==> src/rtl/boot_stream_loader_pkg.sv <==
// rtl/boot_stream_loader_pkg.sv - shared types and sizing helpers for the boot stream loader
// Package boot_pkg:
//   boot_state_t  loader / run-control state encoding
//   addr_bytes()  number of header bytes carrying the load address
//   len_bytes()   number of header bytes carrying the record length
package boot_pkg;

    typedef enum logic [2:0] {
        HDR_ADDR,
        HDR_LEN,
        DATA,
        RELEASE,
        RUN
    } boot_state_t;

    function automatic int addr_bytes(input int w);
        return (w + 7) / 8;
    endfunction

    function automatic int len_bytes(input int w);
        return (w + 7) / 8;
    endfunction

endpackage

==> src/rtl/boot_stream_loader_irq.sv <==
// rtl/boot_stream_loader_irq.sv - periodic active-low soft reset pulse generator for RUN mode
// Built only when BOOT_IRQ_GEN_EN is defined.
// Ports:
//   clk, rst     clock and asynchronous active-high reset
//   run          high while the loader is in RUN
//   soft_rst_n   low for WIDTH cycles every PERIOD cycles, first pulse PERIOD cycles after run rises
`ifdef BOOT_IRQ_GEN_EN
module boot_irq_pulse_gen #(
    parameter int PERIOD = 200,
    parameter int WIDTH  = 5
) (
    input  logic clk,
    input  logic rst,
    input  logic run,
    output logic soft_rst_n
);

    localparam int CW = (PERIOD > 1) ? $clog2(PERIOD) : 1;

    // phase holds (cycles since run rose) mod PERIOD; armed marks that one full
    // period has elapsed, so the phase-0 window of the first period stays quiet
    logic [CW-1:0] phase;
    logic          armed;

    always_ff @(posedge clk or posedge rst) begin
        if (rst) begin
            phase <= '0;
            armed <= 1'b0;
        end else if (!run) begin
            phase <= '0;
            armed <= 1'b0;
        end else if (phase == CW'(PERIOD - 1)) begin
            phase <= '0;
            armed <= 1'b1;
        end else begin
            phase <= phase + 1'b1;
        end
    end

    assign soft_rst_n = !(run && armed && (phase < CW'(WIDTH)));

endmodule
`endif

==> src/rtl/boot_stream_loader.sv <==
// rtl/boot_stream_loader.sv - byte-stream program loader and CPU run controller
// Parses records (addr bytes, len bytes, len data bytes; len==0 terminates),
// writes data into RAM with the CPU held in reset, then releases the CPU at
// boot_pc and hands the RAM port over to it.
// Optional feature macro: BOOT_IRQ_GEN_EN (periodic cpu_soft_rst_n pulses in RUN).
// Ports:
//   clk, rst                                  clock, asynchronous active-high reset
//   ld_data, ld_valid, ld_ready               load byte stream (transfer = valid & ready)
//   reload                                    pulse in RUN to start a new load
//   cpu_mem_addr, cpu_data_out, cpu_write_en  CPU side of the RAM port
//   mem_addr, mem_data_wr, mem_write_en       RAM port (CPU in RUN, loader otherwise)
//   cpu_rst_n, cpu_soft_rst_n                 CPU reset / soft reset, active-low
//   boot_pc                                   address of first data record of this load
//   busy, done                                loading/releasing, running
module boot_stream_loader
    import boot_pkg::*;
#(
    parameter int ADDR_W      = 16,
    parameter int LEN_W       = 16,
    parameter int RELEASE_DLY = 10,
    parameter int IRQ_PERIOD  = 200,
    parameter int IRQ_WIDTH   = 5
) (
    input  logic              clk,
    input  logic              rst,
    input  logic [7:0]        ld_data,
    input  logic              ld_valid,
    output logic              ld_ready,
    input  logic              reload,
    input  logic [ADDR_W-1:0] cpu_mem_addr,
    input  logic [7:0]        cpu_data_out,
    input  logic              cpu_write_en,
    output logic [ADDR_W-1:0] mem_addr,
    output logic [7:0]        mem_data_wr,
    output logic              mem_write_en,
    output logic              cpu_rst_n,
    output logic              cpu_soft_rst_n,
    output logic [ADDR_W-1:0] boot_pc,
    output logic              busy,
    output logic              done
);

    localparam int AB  = addr_bytes(ADDR_W);
    localparam int LB  = len_bytes(LEN_W);
    localparam int ABW = AB * 8;
    localparam int LBW = LB * 8;

    boot_state_t       state;
    logic [7:0]        hdr_cnt;
    logic [ABW-1:0]    addr_sh;
    logic [LBW-1:0]    len_sh;
    logic [ADDR_W-1:0] cur_addr;
    logic [LEN_W-1:0]  len_rem;
    logic [7:0]        rel_cnt;
    logic              pc_latched;
    logic              ld_we;
    logic [ADDR_W-1:0] ld_addr;
    logic [7:0]        ld_wdata;

    // Header fields arrive MSB first, so each byte shifts in at the bottom
    logic [ABW-1:0]    addr_nxt;
    logic [LBW-1:0]    len_nxt;
    logic [LEN_W-1:0]  len_val;

    assign addr_nxt = (addr_sh << 8) | ABW'(ld_data);
    assign len_nxt  = (len_sh << 8) | LBW'(ld_data);
    assign len_val  = LEN_W'(len_nxt);

    always_ff @(posedge clk or posedge rst) begin
        if (rst) begin
            state      <= HDR_ADDR;
            hdr_cnt    <= '0;
            addr_sh    <= '0;
            len_sh     <= '0;
            cur_addr   <= '0;
            len_rem    <= '0;
            rel_cnt    <= '0;
            pc_latched <= 1'b0;
            boot_pc    <= '0;
            ld_we      <= 1'b0;
            ld_addr    <= '0;
            ld_wdata   <= '0;
        end else begin
            ld_we <= 1'b0;
            case (state)
                HDR_ADDR: begin
                    if (ld_valid) begin
                        addr_sh <= addr_nxt;
                        if (hdr_cnt == 8'(AB - 1)) begin
                            hdr_cnt  <= '0;
                            cur_addr <= ADDR_W'(addr_nxt);
                            state    <= HDR_LEN;
                        end else begin
                            hdr_cnt <= hdr_cnt + 1'b1;
                        end
                    end
                end
                HDR_LEN: begin
                    if (ld_valid) begin
                        len_sh <= len_nxt;
                        if (hdr_cnt == 8'(LB - 1)) begin
                            hdr_cnt <= '0;
                            if (len_val == '0) begin
                                rel_cnt <= '0;
                                state   <= RELEASE;
                            end else begin
                                len_rem <= len_val;
                                state   <= DATA;
                                // Only a record that carries data may set the boot PC,
                                // so the terminator never overwrites it.
                                if (!pc_latched) begin
                                    boot_pc    <= cur_addr;
                                    pc_latched <= 1'b1;
                                end
                            end
                        end else begin
                            hdr_cnt <= hdr_cnt + 1'b1;
                        end
                    end
                end
                DATA: begin
                    if (ld_valid) begin
                        ld_we    <= 1'b1;
                        ld_addr  <= cur_addr;
                        ld_wdata <= ld_data;
                        cur_addr <= cur_addr + 1'b1;
                        len_rem  <= len_rem - 1'b1;
                        if (len_rem == LEN_W'(1)) begin
                            state <= HDR_ADDR;
                        end
                    end
                end
                RELEASE: begin
                    if (rel_cnt == 8'(RELEASE_DLY - 1)) begin
                        state <= RUN;
                    end else begin
                        rel_cnt <= rel_cnt + 1'b1;
                    end
                end
                RUN: begin
                    if (reload) begin
                        hdr_cnt    <= '0;
                        pc_latched <= 1'b0;
                        state      <= HDR_ADDR;
                    end
                end
                default: state <= HDR_ADDR;
            endcase
        end
    end

    // Status outputs decode directly from the state register
    assign ld_ready  = (state == HDR_ADDR) || (state == HDR_LEN) || (state == DATA);
    assign done      = (state == RUN);
    assign busy      = !done;
    assign cpu_rst_n = done;

    always_comb begin
        mem_addr     = ld_addr;
        mem_data_wr  = ld_wdata;
        mem_write_en = ld_we;
        if (done) begin
            mem_addr     = cpu_mem_addr;
            mem_data_wr  = cpu_data_out;
            mem_write_en = cpu_write_en;
        end
    end

`ifdef BOOT_IRQ_GEN_EN
    boot_irq_pulse_gen #(
        .PERIOD(IRQ_PERIOD),
        .WIDTH (IRQ_WIDTH)
    ) u_irq (
        .clk       (clk),
        .rst       (rst),
        .run       (done),
        .soft_rst_n(cpu_soft_rst_n)
    );
`else
    assign cpu_soft_rst_n = 1'b1;
`endif

endmodule

==> config.mk <==
export PLATFORM = sky130hd
export DESIGN_NAME = boot_stream_loader
export DESIGN_NICKNAME = d
export VERILOG_FILES = /design/src/rtl/boot_stream_loader_pkg.sv /design/src/rtl/boot_stream_loader_irq.sv /design/src/rtl/boot_stream_loader.sv
export SDC_FILE = /design/constraint.sdc
export NUM_CORES = 1
export LEC_CHECK = 0
export CAP_MARGIN = 20
export CORE_ASPECT_RATIO = 0.8
export CORE_MARGIN = 2
export CORE_UTILIZATION = 49
export DETAILED_ROUTE_END_ITERATION = 12
export GPL_ROUTABILITY_DRIVEN = 0
export GPL_TIMING_DRIVEN = 0
export PLACE_DENSITY = 0.73
export SLEW_MARGIN = 20
export SYNTH_ARGS = -nofsm -noshare
export SYNTH_HDL_FRONTEND = slang
export SYNTH_SLANG_ARGS = --single-unit
export TNS_END_PERCENT = 50
==> constraint.sdc <==
create_clock -name clk -period 5.3 [get_ports clk]
set_clock_uncertainty 0.15 [all_clocks]
set_input_delay 0.795 -clock clk [delete_from_list [all_inputs] [get_ports clk]]
set_output_delay 0.795 -clock clk [all_outputs]
set_load 0.02 [all_outputs]
### Yosys cells after proc, flatten, opt, wreduce, memory -nomap -nowiden

Cells that the tools add are included.
Widths: inputs -> output; s select.

| operators by class | value |
|---|---|
| mux-type cells | 38 |
| reductions and logical operators | 21 |
| equality and inequality tests | 19 |
| bitwise logic cells | 4 |
| add/sub/neg operators | 4 |

Operator list:

| kind | count |
|---|---|
| $mux 16 | 8 |
| $mux 8 | 8 |
| $pmux 16 s2 | 2 |
| $or 16x8->16 | 2 |
| $pmux 8 s2 | 2 |
| $mux 3 | 8 |
| $ne 2x2->1 const B | 11 |
| $reduce_and 5->1 | 4 |
| $add 16x1->16 const B | 1 |
| $add 8x1->8 const B | 2 |
| $eq 16x1->1 const B | 1 |
| $logic_not 16->1 | 1 |
| $sub 16x1->16 const B | 1 |
| $pmux 3 s5 | 1 |
| $reduce_bool 2->1 | 5 |
| $eq 8x1->1 const B | 1 |
| $eq 8x4->1 const B | 1 |
| $mux 1 | 8 |
| $reduce_and 8->1 | 1 |
| $eq 3x2->1 const B | 2 |
| $reduce_and 2->1 | 3 |
| $reduce_and 4->1 | 1 |
| $eq 3x1->1 const B | 1 |
| $eq 3x3->1 const B | 1 |
| 8 further kinds | 10 |

| word-level totals | value |
|---|---|
| register bits | 109 |
| output and inout bits | 46 |
| word-level logic and storage cells | 98 |

### Logic depth before layout (Yosys ltp)

Gate-level depths: netlist (run 1).

| logic depth | value |
|---|---|
| depth after elaboration | 6 |
| depth in mapped cells | 9 |
| gate-level depth less buffers | 7 |

### Least setup slack after synthesis (run 1)

OpenSTA, ideal clock, no wires.

| path | value |
|---|---|
| path kind | register -> output |
| from | register state[2] |
| to | output mem_addr[10] |
| buffers on the path | 3 |
| stages on the path, launching flop included | 8 |
| setup slack | 2366 ps |
| arrival time | 1989 ps |
| cell sequence | dfrtp_1 > clkbuf_1 > or3b_2 > clkbuf_1 > clkinv_1 > buf_1 > nand2_1 > nand2_1 |

| on the way | value |
|---|---|
| word-level cells in the longest chain between the ends | 2 |

RTL lines:

| what | RTL line | source |
|---|---|---|
| start, declared | boot_stream_loader.sv:48 | `boot_state_t state;` |
| start signal, assigned | boot_stream_loader.sv:71 | `state <= HDR_ADDR;` |
| start signal, assigned | boot_stream_loader.sv:92 | `state <= HDR_LEN;` |
| start signal, assigned | boot_stream_loader.sv:105 | `state <= RELEASE;` |
| $eq 3x3->1 | boot_stream_loader.sv:154 | `assign done = (state == RUN);` |
| via cpu_rst_n | boot_stream_loader.sv:36 | `output logic cpu_rst_n,` |
| $mux 16 | boot_stream_loader.sv:162 | `if (done) begin` |
| end, declared | boot_stream_loader.sv:33 | `output logic [ADDR_W-1:0] mem_addr,` |

The timed path passes the listed nets, and every way through them passes these cells.

### Worst setup path in the final report (run 1)

| path | value |
|---|---|
| from | register state[2] |
| to | output mem_addr[9] |

| on the way | value |
|---|---|
| word-level cells in the longest chain between the ends | 2 |

RTL lines:

| what | RTL line |
|---|---|
| $eq 3x3->1 | boot_stream_loader.sv:154 |
| $mux 16 | boot_stream_loader.sv:162 |

No other way between the ends.

==> flow_summary.yaml, run 1 <==
layout:
  final_common_cell: "dfrtp_1"
  nFillCells: 890
  mostFrequentLayoutCells: "109 x dfrtp_1, 102 x nand2_1, 81 x clkdlybuf4s50_1"
  drive_gt1_share_pct: 13.2
  antenna_cells: 0
  final_util_pct: 63.2
  area_growth_pct: 24.4
  fin_nets: 708
floorplan:
  die_area_sq_mm: 0.0123
  placementRows: 34
  fp.dieH_microns: 99.4
  core_area_sq_mm: 0.0110
  pin_count: 83
  initial_utilization_pct: 50.8
  chipWidth_microns: 123
placed_design:
  dp_hpwl_mm: 10.4
  port-buffer-count: 81
timing:
  finalMaxSlewViolations: 0
  fin_hold_ws_ps: 342
  fin_crit_sh_pct: 76.4
  tightest_slew_ps: 909
  setup-tns-final_ps: 0
  slew_headroom_pct: 38.6
  rsz0062_at_grt: "false"
  hold_viol_final: 0
  setup_viol: 0
  min_period_ps: 4050
  max_freq_ghz: 0.247
synthesis:
  synth_cell_type_count: 59
  synth_nets: 615
  synth_top_area_share_pct: 48.9
  synthCells: 571
  synth_edf_count: 0
  synth-seq-cells: 109
  synth_area_sq_mm: 0.00558
  synth_area_leaders: "dfrtp_1 49%, mux2_2 9.1%, nand2_1 6.9%"
  synth_top_area_cell: "dfrtp_1"
  ys_async_sr_fraction_pct: 100
  ys.warnings.count: 0
  synth-seq-area-share_pct: 48.9
  yosys_most_used_dff: "dfrtp_1"
  avgSynthCellArea_sq_um: 9.76
flow_run:
  max_cap_violations: 0
worst_setup_path:
  cp_data_required_time_ps: 4360
  crit_family: "buffers and inverters"
  crit_buf_inv: 5
  arrival_ps: 3110
  worstSetupEndpointType: "output port"
  start_kind: "flop"
  crit_path_max_fanout: 11
  slowest_stage: "clkdlybuf4s50_1"
  slowest_delay_ps: 610
  path_cells: "clkbuf_1 -> or3b_2 -> clkbuf_1 -> clkinv_1 -> buf_1 -> nand2_1 -> nand2_1 -> clkdlybuf4s50_1"
  critical_path_class: "flop to output port"
cts:
  cts_tree: "built"
  path_clk_slew_ps: 70
  root_buffer: "clkbuf_16"
  hold_buffers: 0
  clock_path_buffers: 2
  cts_setup_buffers: 0
  clkSinkCount: 109
  clock_latency_ps: 360
  cts_buffers: 9
  h-tree-depth: 3
  cts_resized: 0
drt:
  viasPerCell: 5.82
  drc: 0
  vias: 4731
  drt-initial-drc-count: 493
  drtPass1Iterations: 5
  routed_wl_mm: 14.7
  avgRoutedWirePerCell_microns: 18.1
  antenna_left: 0
global_routing:
  grt_pass1_vias: 4540
  antenna_found_initial: 0
  grt_first_pass_wirelength_mm: 24.0
  grt_usage_pct: 25.6
  grt_overflow_total: 0
  grt_max_degree: 70
worst_hold_path:
  hold_path.class: "flop to flop"
pwr:
  p_per_area_mw_per_mm2: 582
  ir_worst_vdd_mv: 0.244
  leakage_uw: 0.00295
run_status:
  status: "completed"
-- cells by family (layout without fill, tap and decap cells) --
group	Yosys count	in the layout	synth area share (%)
other	1	1	0.0673
buffers and inverters	49	147	3.70
AOI/OAI and AO/OA	131	131	14.2
DFF	109	109	48.9
adders and majority gates	7	7	1.57
xor gates and xnor gates	6	6	0.943
and+or+nand+nor	210	210	18.2
muxes	58	58	12.3
-- area by class of cell --
type | count | area (sq um) | share of cell area, %
flip-flops and latches | 109 | 2730 | 39.3
multi-input cells | 413 | 2650 | 38.1
repair buffers | 82 | 838 | 12.1
clock buffers | 11 | 253 | 3.64
well taps | 144 | 180 | 2.60
plain buffers | 33 | 146 | 2.11
clock inverters | 5 | 81.3 | 1.17
inverters | 16 | 65.1 | 0.938
-- synthesized netlist by cell type, types with 4 or more instances --
cell	number
dfrtp_1	109
nand2_1	102
o21ai_0	48
mux2_2	45
a21oi_1	33
nor2_1	29
clkbuf_1	22
nand3_1	19
inv_1	15
mux2_4	10
nor3_1	9
o22ai_1	9
and3_1	7
ha_1	7
nor4_1	7
a2bb2oi_1	6
nand4_1	6
o31ai_1	6
xor2_1	6
a31oi_1	5
buf_1	5
and4_1	4
o31a_1	4
-- state kept, by name, indices dropped and copies added (netlist names) --
| name | cells |
|---|---|
| pc_latched | 1 |
| addr_sh | 8 |
| ld_addr | 16 |
| hdr_cnt | 8 |
| ld_we | 1 |
| rel_cnt | 8 |
| cur_addr | 16 |
| state | 3 |
| boot_pc | 16 |
| len_rem | 16 |
| len_sh | 8 |
| ld_wdata | 8 |
-- report_power, final --
part,switching [uW],internal [uW]
logic,895,831
clock network,312,441
registers,350,1210
-- layer usage --
metal  wire length [microns]  track usage [%]  share of wire [%]
met5                       0                0                  0
met4                     194             7.60                1.3
met3                    1190             5.73                8.1
met2                    6440             37.9                 44
met1                    6860             37.7                 47
-- path summary, 6_finish.rpt --
kind,from,end,slack (ps),depth (start not counted)
setup reg to reg,hdr_cnt[1],boot_pc[7],2300,7
hold / removal,hdr_cnt[7],hdr_cnt[7],340,1
min in group asynchronous,rst,hdr_cnt[3],670,2
hold reg to reg,hdr_cnt[7],hdr_cnt[7],340,1
setup / recovery,state[2],mem_addr[9],1250,8
max in group asynchronous,rst,cur_addr[13],3650,3
-- per-stage QoR --
stage	instance area [sq um]	total power, uW	instances	worst slack, ps
3_5_place_dp	6600	3270	797	1610
3_3_place_gp	6570	3200	796	-53.4
5_1_grt	6940	4310	813	1030
4_1_cts	6940	4030	813	1220
6_report	6940	4040	813	1250
2_1_floorplan	5580	2600	571	1480
Power figures use the tool's default switching activity.
==> run 2, diff against run 1 <==
clock period = 4 ns   (was 5.3 ns; I/O delays follow)
==> run 2 against run 1 <==
Clock power up 32%. Via count barely moved. Largest cell class unchanged. Flip-flop and latch count did not move. Core utilization is essentially flat. Register-to-register slack worse by 1300 ps. Global-route usage stayed put.
==> flow_summary.yaml, run 2 (synthesis results as in run 1) <==
timing:
  hold_viol_final: 0
  rsz0062_at_grt: "false"
  min_period_ps: 3860
  setup_viol: 0
  fin_hold_ws_ps: 342
  finalMaxSlewViolations: 0
  tightest_slew_ps: 912
  worst_slack_ps: 145
  slew_headroom_pct: 38.4
  fin_crit_sh_pct: 96.4
  setup-tns-final_ps: 0
  max_freq_ghz: 0.259
layout:
  fin_nets: 708
  area_growth_pct: 24.5
  regArea_sq_mm: 0.00273
  mostFrequentLayoutCells: "109 x dfrtp_1, 102 x nand2_1, 81 x clkdlybuf4s50_1"
  final_common_cell: "dfrtp_1"
  drive_gt1_share_pct: 13.3
  antenna_cells: 0
  nFillCells: 890
  multiInputGateArea_sq_mm: 0.00265
  final_area_sq_mm: 0.00694
flow_run:
  max_cap_violations: 0
worst_setup_path:
  arrival_ps: 3110
  crit_path_max_fanout: 11
  slowest_delay_ps: 610
  cp_data_required_time_ps: 3250
  crit_buf_inv: 5
  r2r_start: "hdr_cnt[1]"
  crit_family: "buffers and inverters"
  path_cells: "clkbuf_1 -> or3b_2 -> clkbuf_1 -> clkinv_1 -> buf_1 -> nand2_1 -> nand2_1 -> clkdlybuf4s50_1"
  start_kind: "flop"
  critPathLaunch: "state[2]"
  critical_path_class: "flop to output port"
  slowest_stage: "clkdlybuf4s50_1"
  worstSetupEndpointType: "output port"
drt:
  drt-initial-drc-count: 493
  avgRoutedWirePerCell_microns: 18.1
  routed_wl_mm: 14.7
  antenna_left: 0
  drc: 0
  drtPass1Iterations: 5
  viasPerCell: 5.81
  vias: 4727
worst_hold_path:
  hold_path.class: "flop to flop"
  hp-start: "hdr_cnt[7]"
global_routing:
  grt_max_degree: 70
  grt_overflow_total: 0
  grt_usage_pct: 25.6
  grt_first_pass_wirelength_mm: 24.0
  grt_pass1_vias: 4540
  antenna_found_initial: 0
pwr:
  leakage_uw: 0.00295
  p_total_uw: 5350
  p_per_area_mw_per_mm2: 771
  ir_worst_vdd_mv: 0.324
placed_design:
  dpl_worst_slack_ps: 509
  port-buffer-count: 81
  dp_hpwl_mm: 10.4
  place_area_sq_mm: 0.00660
floorplan:
  die_area_sq_mm: 0.0123
  pin_count: 83
  chipWidth_microns: 123
  initial_utilization_pct: 50.8
  fp.dieH_microns: 99.4
  core_area_sq_mm: 0.0110
  placementRows: 34
cts:
  root_buffer: "clkbuf_16"
  clkSinkCount: 109
  h-tree-depth: 3
  path_clk_slew_ps: 70
  clock_latency_ps: 360
  clock_path_buffers: 2
  cts_tree: "built"
  cts_buffers: 9
  cts_setup_buffers: 0
run_status:
  status: "completed"
-- run 2: cell types whose count changed in the layout (fill, tap and decap cells not counted) --
cell / previous run / this run
clkbuf_2: 0 / 1
clkbuf_1: 22 / 21
-- run 2: area by class of cell --
type / instances / area share (%)
clock buffer: 11 / 3.64
sequential: 109 / 39.3
tap: 144 / 2.60
timing repair buffer: 82 / 12.1
clock inverter: 5 / 1.17
multi-input combinational: 413 / 38.1
inverter: 16 / 0.938
buffer: 33 / 2.13
-- run 2: final timing paths --
kind,endpoint,cells past startpoint,slack (ps)
max in group asynchronous,cur_addr[13],3,2550
setup reg to reg,boot_pc[7],7,1000
setup / recovery,mem_addr[9],8,140
min in group asynchronous,hdr_cnt[7],2,480
hold reg to reg,hdr_cnt[7],1,340
hold / removal,hdr_cnt[7],1,340
-- run 2: metrics by stage --
step	utilization, %	instances
global placement	59.8	796
detailed placement	60.2	797
finish	63.2	813
floorplan	-	571
global route	63.2	813
CTS	63.2	813
-- run 2: timing repair --
item | CTS | global route
hold buffers | 0 | 0
setup endpoints to repair | 0 | 17
resized for setup | 0 | 2
-- run 2: report_power, final --
group | switching (uW) | internal [uW]
Clock | 413 | 584
Sequential | 464 | 1600
Combinational | 1190 | 1100
Total | 2060 | 3290
-- run 2: routing by layer --
layer,part of all wire (%),wire [microns],global-route usage [%]
met5,0,0,0
met3,8.2,1200,5.73
met4,1.2,176,7.60
met2,44,6450,37.9
met1,47,6880,37.7
==> run 3, diff against run 2 <==
CORE_MARGIN = 3   (was 2)
==> run 3 against run 2 <==
Sequential power about the same. Sequential share of layout area is 0.21 points higher. Combinational power about the same.
==> flow_summary.yaml, run 3 (synthesis results as in run 1) <==
cts:
  clock_path_buffers: 2
  clock_latency_ps: 350
  cts_tree: "built"
  root_buffer: "clkbuf_16"
  clkSinkCount: 109
  h-tree-depth: 3
  path_clk_slew_ps: 70
  cts_buffers: 9
  hold_buffers: 0
pwr:
  p_per_area_mw_per_mm2: 760
  leakage_uw: 0.00293
  ir_worst_vdd_mv: 0.354
  p_total_uw: 5250
run_status:
  status: "completed"
placed_design:
  dpl_worst_slack_ps: 461
  port-buffer-count: 81
  dp.cells: 798
  dp_hpwl_mm: 10.7
global_routing:
  antenna_found_initial: 0
  grt_first_pass_wirelength_mm: 24.5
  grt_overflow_total: 0
  grt_pass1_vias: 4724
  grt_usage_pct: 24.2
  grt_max_degree: 75
timing:
  setup_viol: 0
  max_freq_ghz: 0.266
  finalMaxSlewViolations: 0
  rsz0062_at_grt: "false"
  worst_slack_ps: 245
  fin_crit_sh_pct: 93.9
  tightest_slew_ps: 895
  hold_viol_final: 0
  fin_hold_ws_ps: 337
  slew_headroom_pct: 40.3
  min_period_ps: 3750
worst_setup_path:
  slowest_stage: "clkdlybuf4s50_1"
  cp_data_required_time_ps: 3250
  r2r_start: "state[1]"
  path_cells: "clkbuf_1 -> or3b_2 -> clkbuf_1 -> clkinv_1 -> buf_1 -> nand2_1 -> nand2_1 -> clkdlybuf4s50_1"
  start_kind: "flop"
  worstSetupEndpointType: "output port"
  arrival_ps: 3000
  slowest_delay_ps: 600
  critPathLaunch: "state[2]"
  critical_path_class: "flop to output port"
  crit_path_max_fanout: 10
floorplan:
  fp.dieH_microns: 101
  chipWidth_microns: 125
  placementRows: 34
  core_area_sq_mm: 0.0110
  initial_utilization_pct: 50.8
  die_area_sq_mm: 0.0127
  pin_count: 83
flow_run:
  max_cap_violations: 0
layout:
  mostFrequentLayoutCells: "109 x dfrtp_1, 102 x nand2_1, 81 x clkdlybuf4s50_1"
  final_common_cell: "dfrtp_1"
  fin_nets: 709
  drive_gt1_share_pct: 13.3
  antenna_cells: 0
  area_growth_pct: 23.8
  instances_no_fill: 812
drt:
  viasPerCell: 5.90
  vias: 4791
  drc: 0
  avgRoutedWirePerCell_microns: 18.2
  drtPass1Iterations: 5
  antenna_left: 0
  routed_wl_mm: 14.8
  drt-initial-drc-count: 653
worst_hold_path:
  hp-start: "len_rem[9]"
  hold_path.class: "flop to flop"
## run 3: through the flow
step           cell area [sq um]  util, %  TNS [ps]
2_1_floorplan               5580        -         0
3_3_place_gp                6570     59.8   -124610
3_5_place_dp                6610     60.2         0
4_1_cts                     6900     62.9         0
5_1_grt                     6900     62.9         0
6_report                    6900     62.9         0
## run 3: area by class of cell
cell class,count,area [sq um]
inverter,16,65.1
multi-input combinational,413,2650
sequential,109,2730
clock buffer,10,239
tap,144,180
timing repair buffer,83,846
clock inverter,4,50.0
buffer,33,149
fill,897,4070
## run 3: worst max-delay path, delay by kind of cell, from the launching register on
family	cells	cell delay (ps)
AND/OR/NAND/NOR	3	650
buffers and inverters	5	1640
flip-flops	1	360
## run 3: layer usage
metal	global-route usage [%]	vias to the layer above	wire length (microns)
met2	36.5	214	6440
li1	-	2220	-
met4	5.75	0	164
met5	0	-	0
met3	5.90	20	1270
met1	35.6	2337	6920
## run 3: report_power, final
| part | internal [uW] | leakage (uW) | total (uW) | switching (uW) |
|---|---|---|---|---|
| registers | 1600 | 0.00131 | 2070 | 463 |
| clock network | 495 | 0.000136 | 885 | 391 |
| logic | 1100 | 0.00149 | 2300 | 1190 |
| total | 3200 | 0.00293 | 5250 | 2040 |
## run 3: worst paths after layout
kind | cells past startpoint | to | slack, ps
setup / recovery | 8 | mem_addr[1] | 250
hold / removal | 1 | len_rem[9] | 340
setup reg to reg | 7 | len_rem[9] | 1010
hold reg to reg | 1 | len_rem[9] | 340
max in group asynchronous | 3 | len_rem[4] | 2570
min in group asynchronous | 2 | ld_we | 460
## run 3: timing repair
item                       in CTS  in global routing
gates resized for setup         0                  3
buffers inserted                0                  0
setup endpoints to repair       0                 21
